### config.mk
export PLATFORM = sky130hd
export DESIGN_NAME = data_out_arbiter_flat
export DESIGN_NICKNAME = d
export VERILOG_FILES = /design/src/rtl/data_out_arbiter_if.sv /design/src/rtl/data_out_arbiter.sv /design/src/flat_wrapper.sv
export SDC_FILE = /design/constraint.sdc
export NUM_CORES = 1
export LEC_CHECK = 0
export ABC_AREA = 1
export CORE_UTILIZATION = 60
export DETAILED_ROUTE_END_ITERATION = 6
export DONT_BUFFER_PORTS = 1
export PLACE_DENSITY = 0.83
export SLEW_MARGIN = 25
export SYNTH_ARGS = -nofsm -noshare
export SYNTH_HDL_FRONTEND = slang
export SYNTH_SLANG_ARGS = --single-unit
export TNS_END_PERCENT = 1
### constraint.sdc
create_clock -name i_clk -period 2.94 [get_ports i_clk]
set_clock_uncertainty 0.2 [all_clocks]
set_input_delay 0.441 -clock i_clk [delete_from_list [all_inputs] [get_ports i_clk]]
set_output_delay 0.441 -clock i_clk [all_outputs]
set_load 0.02 [all_outputs]
### src/rtl/data_out_arbiter_if.sv
// rtl/data_out_arbiter_if.sv - requester/downstream bus of the data_out_arbiter
interface data_out_arbiter_if #(
  parameter int NUM_REQ = 4,
  parameter int DATA_W  = 8
);
  localparam int IDX_W = $clog2(NUM_REQ);

  logic [NUM_REQ-1:0]        i_req_valid;
  logic [NUM_REQ-1:0]        i_req_last;
  logic [NUM_REQ*DATA_W-1:0] i_req_data;
  logic [NUM_REQ-1:0]        o_req_ready;
  logic [DATA_W-1:0]         o_a;
  logic                      o_a_valid;
  logic                      o_a_last;
  logic [IDX_W-1:0]          o_a_src;
  logic                      i_a_ready;

  // master: the arbiter itself; slave: requesters plus downstream sink
  modport master (
    input  i_req_valid, i_req_last, i_req_data, i_a_ready,
    output o_req_ready, o_a, o_a_valid, o_a_last, o_a_src
  );

  modport slave (
    output i_req_valid, i_req_last, i_req_data, i_a_ready,
    input  o_req_ready, o_a, o_a_valid, o_a_last, o_a_src
  );
endinterface

### src/rtl/data_out_arbiter.sv
// rtl/data_out_arbiter.sv - burst-locked round-robin arbiter onto registered o_a
// Optional beat counter output o_beat_cnt enabled by DATA_OUT_ARB_BEAT_CNT_EN.
module data_out_arbiter #(
  parameter int NUM_REQ = 4,
  parameter int DATA_W  = 8
) (
  input  logic                 i_clk,
  input  logic                 i_rst_n,
  data_out_arbiter_if.master   bus
`ifdef DATA_OUT_ARB_BEAT_CNT_EN
  ,
  output logic [15:0]          o_beat_cnt
`endif
);
  localparam int IDX_W = $clog2(NUM_REQ);

  typedef enum logic {ARB, LOCKED} state_t;

  state_t              state_q, state_d;
  logic [IDX_W-1:0]    rr_q, rr_d;
  logic [IDX_W-1:0]    lock_q, lock_d;
  logic [DATA_W-1:0]   a_q, a_d;
  logic                a_valid_q, a_valid_d;
  logic                a_last_q, a_last_d;
  logic [IDX_W-1:0]    a_src_q, a_src_d;

  logic                load;
  logic                grant_found;
  logic [IDX_W-1:0]    grant_idx;
  logic [IDX_W:0]      cand;
  logic [NUM_REQ-1:0]  ready;
  logic [IDX_W-1:0]    sel;
  logic                xfer;
  logic                sel_last;
  logic [DATA_W-1:0]   sel_data;
  logic [IDX_W-1:0]    sel_next;

  // First valid requester at or after the round-robin pointer, modulo NUM_REQ.
  always_comb begin
    grant_found = 1'b0;
    grant_idx   = '0;
    cand        = '0;
    for (int i = 0; i < NUM_REQ; i++) begin
      cand = {1'b0, rr_q} + (IDX_W+1)'(i);
      if (cand >= (IDX_W+1)'(NUM_REQ)) begin
        cand = cand - (IDX_W+1)'(NUM_REQ);
      end
      if (!grant_found && bus.i_req_valid[cand[IDX_W-1:0]]) begin
        grant_found = 1'b1;
        grant_idx   = cand[IDX_W-1:0];
      end
    end
  end

  always_comb begin
    load     = !a_valid_q | bus.i_a_ready;
    sel      = (state_q == LOCKED) ? lock_q : grant_idx;
    ready    = '0;
    if (i_rst_n && load) begin
      if (state_q == LOCKED) begin
        ready[lock_q] = bus.i_req_valid[lock_q];
      end else if (grant_found) begin
        ready[grant_idx] = 1'b1;
      end
    end
    xfer     = |ready;
    sel_last = bus.i_req_last[sel];
    sel_data = bus.i_req_data[int'(sel)*DATA_W +: DATA_W];
    sel_next = (sel == IDX_W'(NUM_REQ-1)) ? '0 : sel + IDX_W'(1);
  end

  always_comb begin
    state_d   = state_q;
    rr_d      = rr_q;
    lock_d    = lock_q;
    a_d       = a_q;
    a_valid_d = a_valid_q;
    a_last_d  = a_last_q;
    a_src_d   = a_src_q;
    if (xfer) begin
      a_d       = sel_data;
      a_valid_d = 1'b1;
      a_last_d  = sel_last;
      a_src_d   = sel;
      if (sel_last) begin
        state_d = ARB;
        rr_d    = sel_next;
      end else if (state_q == ARB) begin
        state_d = LOCKED;
        lock_d  = sel;
      end
    end else if (load) begin
      // Drain only: payload fields keep their last values.
      a_valid_d = 1'b0;
    end
  end

  always_ff @(posedge i_clk or negedge i_rst_n) begin
    if (!i_rst_n) begin
      state_q   <= ARB;
      rr_q      <= '0;
      lock_q    <= '0;
      a_q       <= '0;
      a_valid_q <= 1'b0;
      a_last_q  <= 1'b0;
      a_src_q   <= '0;
    end else begin
      state_q   <= state_d;
      rr_q      <= rr_d;
      lock_q    <= lock_d;
      a_q       <= a_d;
      a_valid_q <= a_valid_d;
      a_last_q  <= a_last_d;
      a_src_q   <= a_src_d;
    end
  end

  assign bus.o_req_ready = ready;
  assign bus.o_a         = a_q;
  assign bus.o_a_valid   = a_valid_q;
  assign bus.o_a_last    = a_last_q;
  assign bus.o_a_src     = a_src_q;

`ifdef DATA_OUT_ARB_BEAT_CNT_EN
  logic [15:0] beat_cnt_q, beat_cnt_d;

  always_comb begin
    beat_cnt_d = beat_cnt_q;
    if (a_valid_q && bus.i_a_ready) begin
      beat_cnt_d = beat_cnt_q + 16'd1;
    end
  end

  always_ff @(posedge i_clk or negedge i_rst_n) begin
    if (!i_rst_n) begin
      beat_cnt_q <= '0;
    end else begin
      beat_cnt_q <= beat_cnt_d;
    end
  end

  assign o_beat_cnt = beat_cnt_q;
`endif
endmodule

### src/flat_wrapper.sv
// flat-port wrapper written by rule: the top's interface ports become plain ports
module data_out_arbiter_flat 
#(
  parameter int NUM_REQ = 4,
  parameter int DATA_W  = 8
)
  (i_clk, i_rst_n, bus_i_req_valid, bus_i_req_last, bus_i_req_data, bus_i_a_ready, bus_o_req_ready, bus_o_a, bus_o_a_valid, bus_o_a_last, bus_o_a_src);
  data_out_arbiter_if #(.NUM_REQ(NUM_REQ), .DATA_W(DATA_W)) bus_i ();
  input  logic i_clk;
  input  logic i_rst_n;
  input wire logic [$bits(bus_i.i_req_valid)-1:0] bus_i_req_valid;
  input wire logic [$bits(bus_i.i_req_last)-1:0] bus_i_req_last;
  input wire logic [$bits(bus_i.i_req_data)-1:0] bus_i_req_data;
  input wire logic [$bits(bus_i.i_a_ready)-1:0] bus_i_a_ready;
  output wire logic [$bits(bus_i.o_req_ready)-1:0] bus_o_req_ready;
  output wire logic [$bits(bus_i.o_a)-1:0] bus_o_a;
  output wire logic [$bits(bus_i.o_a_valid)-1:0] bus_o_a_valid;
  output wire logic [$bits(bus_i.o_a_last)-1:0] bus_o_a_last;
  output wire logic [$bits(bus_i.o_a_src)-1:0] bus_o_a_src;
  assign bus_i.i_req_valid = bus_i_req_valid;
  assign bus_i.i_req_last = bus_i_req_last;
  assign bus_i.i_req_data = bus_i_req_data;
  assign bus_i.i_a_ready = bus_i_a_ready;
  assign bus_o_req_ready = bus_i.o_req_ready;
  assign bus_o_a = bus_i.o_a;
  assign bus_o_a_valid = bus_i.o_a_valid;
  assign bus_o_a_last = bus_i.o_a_last;
  assign bus_o_a_src = bus_i.o_a_src;
  data_out_arbiter #(.NUM_REQ(NUM_REQ), .DATA_W(DATA_W)) u_core (.i_clk(i_clk), .i_rst_n(i_rst_n), .bus(bus_i));
endmodule
==> results.txt <==
Of all flip-flops after synthesis, the portion carrying an async set or reset was 100%. Dividing the synthesized area by the synthesized cell count gives between 6 and 7 sq um. The final number of setup-violating endpoints is 0. The boundary pin count is 59. The cell depth of the worst min-delay path came out at 1. The slew at the pin closest to its max-slew limit is about 0.76 ns. The worst path in the final design needs a cycle of between 2 and 3 ns, including I/O delays and setup. The clock network latency to the later pin of the worst-skew pair is approximately 0.3 ns. The number of enable-type register cells in the synthesized netlist is 0. The height of the die is about 52 microns. The min-delay analysis places its worst path in the category in2reg.

The layout-stage area growth over the synthesis result is 0.658%. Tracing the worst setup path back leads to its startpoint at u_core.rr_q[0]. The maximum buffer depth of the clock tree is 2. The vias per cell is 5.91.

The cell row count came out at 17. Setup repair after global routing left no endpoint under its margin. The weighted congestion at the end of routability-driven global placement is about 0.96. Walking the worst path, the cells encountered are inv_2, nand2_1, nand3_1, nand2_2, nor2_4, nand3_1, nand3_2, nand2_1, nand2_2, nand4_4, inv_2. The post-detailed-route wirelength per cell came out at between 10 and 15 microns. The via count of the routed design came out at between 1500 and 2000.

In the synthesized netlist, the cells that appear most often are nand2_1 (81), inv_1 (23), dfrtp_1 (17), nor2_1 (17), nand3_1 (13). The fraction of post-synthesis cell area in the top cell type by area came out at 28.0%. The cell area after placement came out at about 1500 sq um.

The area of the multi-input gates is a little over 900 sq um. The number of antenna violations at the first check in global routing is 0. Detailed placement finished with a half-perimeter wire length of 2930 microns.

Global routing finished with a remaining overflow of 0. The data required time of the critical path came out at around 2.3 ns. The origin of the worst min-delay path is bus_i_a_ready.

The worst register-to-register path ends at u_core.lock_q[0]. The worst setup path is captured at an output port. The CTS tree is yes. The level count of the clock H-tree came out at 1.

The total negative slack came out at 0 ns. The cell total after placement is 250. The first-pass iteration count of the detailed router is 5. The run finished with clean final reports. The sequential share of the synthesized area came out at roughly 28%. nand2_1 is the most common cell in the netlist. The type of the worst setup path is reg2out. Timing would allow up to around 360 MHz. After detailed routing, the number of remaining DRC violations is 0. The die covers roughly 2700 sq um. The highest fanout seen on the critical path came out at 11. The delay of the slowest cell on the worst path came out at 0.50 ns. The share of the clock period used by the worst path is a little over 90%. The count of inserted antenna diode cells came out at 0. Among all stages on the critical path, the largest delay is contributed by dfrtp_2.

The share of post-route cells with drive strength above 1 came out at about a fifth. For this run, the total global-route usage over all layers was measured as between 20% and 30%. The count of pins over their slew limit came out at 0. The net count reported at finish came out at between 200 and 300.

The data arrival at the endpoint of the critical path is 2.10 ns. The hold violation count in the final report came out at 0. The remaining antenna violation count is 0. Across all register-to-register paths, the minimum setup slack is 0.40 ns. The max capacitance violation total is 0. The critical path launch point type is a flop.

The number of standard cells in the layout, taps in and fillers out is roughly 260. The fill cell instance count of the final layout is approximately 220. Measured in cells, the most critical reg-to-reg path has a length of 16. In this run the critical register-to-register path is launched from u_core.rr_q[0]. Entering global routing, the biggest net connects 24 pins. The die is ~52 microns wide. With fillers left out, the area of the finished cells amounts to ~1500 sq um.

The tree is rooted in a clkbuf_4. The number of global-route vias before repair is roughly 1500. The core region is 2300 sq um.

The count of buffers inserted at the top-level ports is 0. The synthesized cell area is between 1500 and 2000 sq um. The total wirelength of the detailed-routed design came out at between 3000 and 4000 microns.

The number of sinks handled by clock tree synthesis is 17. The end of the worst hold path is u_core.bus.o_a_valid. The number of distinct library cells after synthesis came out at 25. Among all flip-flop cells after synthesis, the most frequent one is dfrtp_1.

The initial core utilization came out at about two thirds. The synthesis-stage register bit count came out at 17. Yosys attributes the largest share of cell area to dfrtp_1 (28%), nand2_1 (20%), nand3_2 (5.9%), nand2_4 (5.9%), inv_1 (5.7%). The headroom to the max-slew limit came out at between 40% and 50%.

The flip-flop and latch area came out at approximately 430 sq um. Summed over all instances, the cell type with the most area after synthesis is dfrtp_1. Clock-pin slew was measured on the worst setup and hold paths at roughly 0.1 ns.

Counting the buffers created by CTS gives 3. The count of synthesis-stage warnings from yosys is 0. The number of instances in the synthesized netlist came out at 229. The detailed router's first-iteration violation count is 62.

The post-synth net total is 272. The first global-routing pass estimated 6040 microns of wire.
==> through the flow <==
step,setup slack (ns),hold WS (ns),util [%]
2_1_floorplan,0.810,-0.0546,-
3_3_place_gp,0.464,-0.0543,65.0
3_5_place_dp,0.318,-0.0543,65.0
4_1_cts,0.101,0.0213,66.6
5_1_grt,0.00507,0.00657,66.7
6_report,0.194,0.0177,66.7
==> flip-flops by register name (all words and copies together), names as in the netlist <==
register / count
u_core.rr_q: 2
u_core.bus.o_a_src: 2
u_core.bus.o_a: 8
u_core.state_q: 1
u_core.lock_q: 2
u_core.bus.o_a_last: 1
u_core.bus.o_a_valid: 1
==> critical path: cells and delay by family (launching register included) <==
kind                   cells  cell delay, ns
flip-flops                 1            0.50
buffers and inverters      2            0.29
AND/OR/NAND/NOR            9            1.01
==> layer usage <==
metal / track usage (%) / wire length (microns) / part of all wire [%]
met1: 31.3 / 1390 / 38
met2: 57.8 / 1950 / 53
met3: 4.93 / 219 / 6.0
met4: 11.4 / 94 / 2.6
met5: 0 / 0 / 0
==> kinds of logic (layout without fill, tap and decap cells) <==
| kind of cell | after synthesis | after routing | share of synthesized area [%] |
|---|---|---|---|
| buf+inv | 36 | 34 | 11.5 |
| simple gates | 141 | 141 | 47.3 |
| compound gates | 34 | 34 | 12.7 |
| flops | 17 | 17 | 28.0 |
| xor+xnor | 1 | 1 | 0.576 |
==> final cells by class <==
class / instances / share of cell area (%)
tap: 28 / 2.29
inverter: 29 / 7.27
timing repair buffer: 1 / 0.654
multi-input combinational: 176 / 60.1
clock buffer: 3 / 1.47
sequential: 17 / 27.9
clock inverter: 1 / 0.327
==> how the worst max path moves through the flow <==
stage	to	slack, ns	depth (start not counted)
floorplan	bus_o_req_ready[3]	0.81	11
global placement	u_core.lock_q[1]	0.46	17
detailed placement	u_core.lock_q[1]	0.32	17
CTS	bus_o_req_ready[3]	0.10	12
global route	bus_o_req_ready[3]	0.005	11
finish	bus_o_req_ready[3]	0.19	11
==> layout by cell type (no fill, tap or decap) <==
cell and n:
nand2_1 81, inv_1 22, nor2_1 17, dfrtp_1 16
nand3_1 13, o21ai_0 12, nand3_2 9, nand2_2 8
nand2_4 8, o21ai_1 8, o22ai_1 7, inv_2 6
a21oi_1 3, clkbuf_4 3, nor2_4 2, nor4_1 1
o21bai_2 1, o31ai_1 1, nand4_4 1, a31oi_1 1
o21ai_2 1, inv_4 1, nor2_2 1, xnor2_1 1
clkinv_2 1, dlygate4sd3_1 1, dfrtp_2 1
==> repair_timing <==
item,in CTS,in global routing
gates resized for setup,0,2
hold buffers,1,0
endpoints found under the hold margin,17,0
setup endpoints to repair,0,2
buffers inserted,0,0
Power is left out: the tool's default activity adds up to more than one toggle a clock period on the data nets, which glitch-free logic cannot reach.
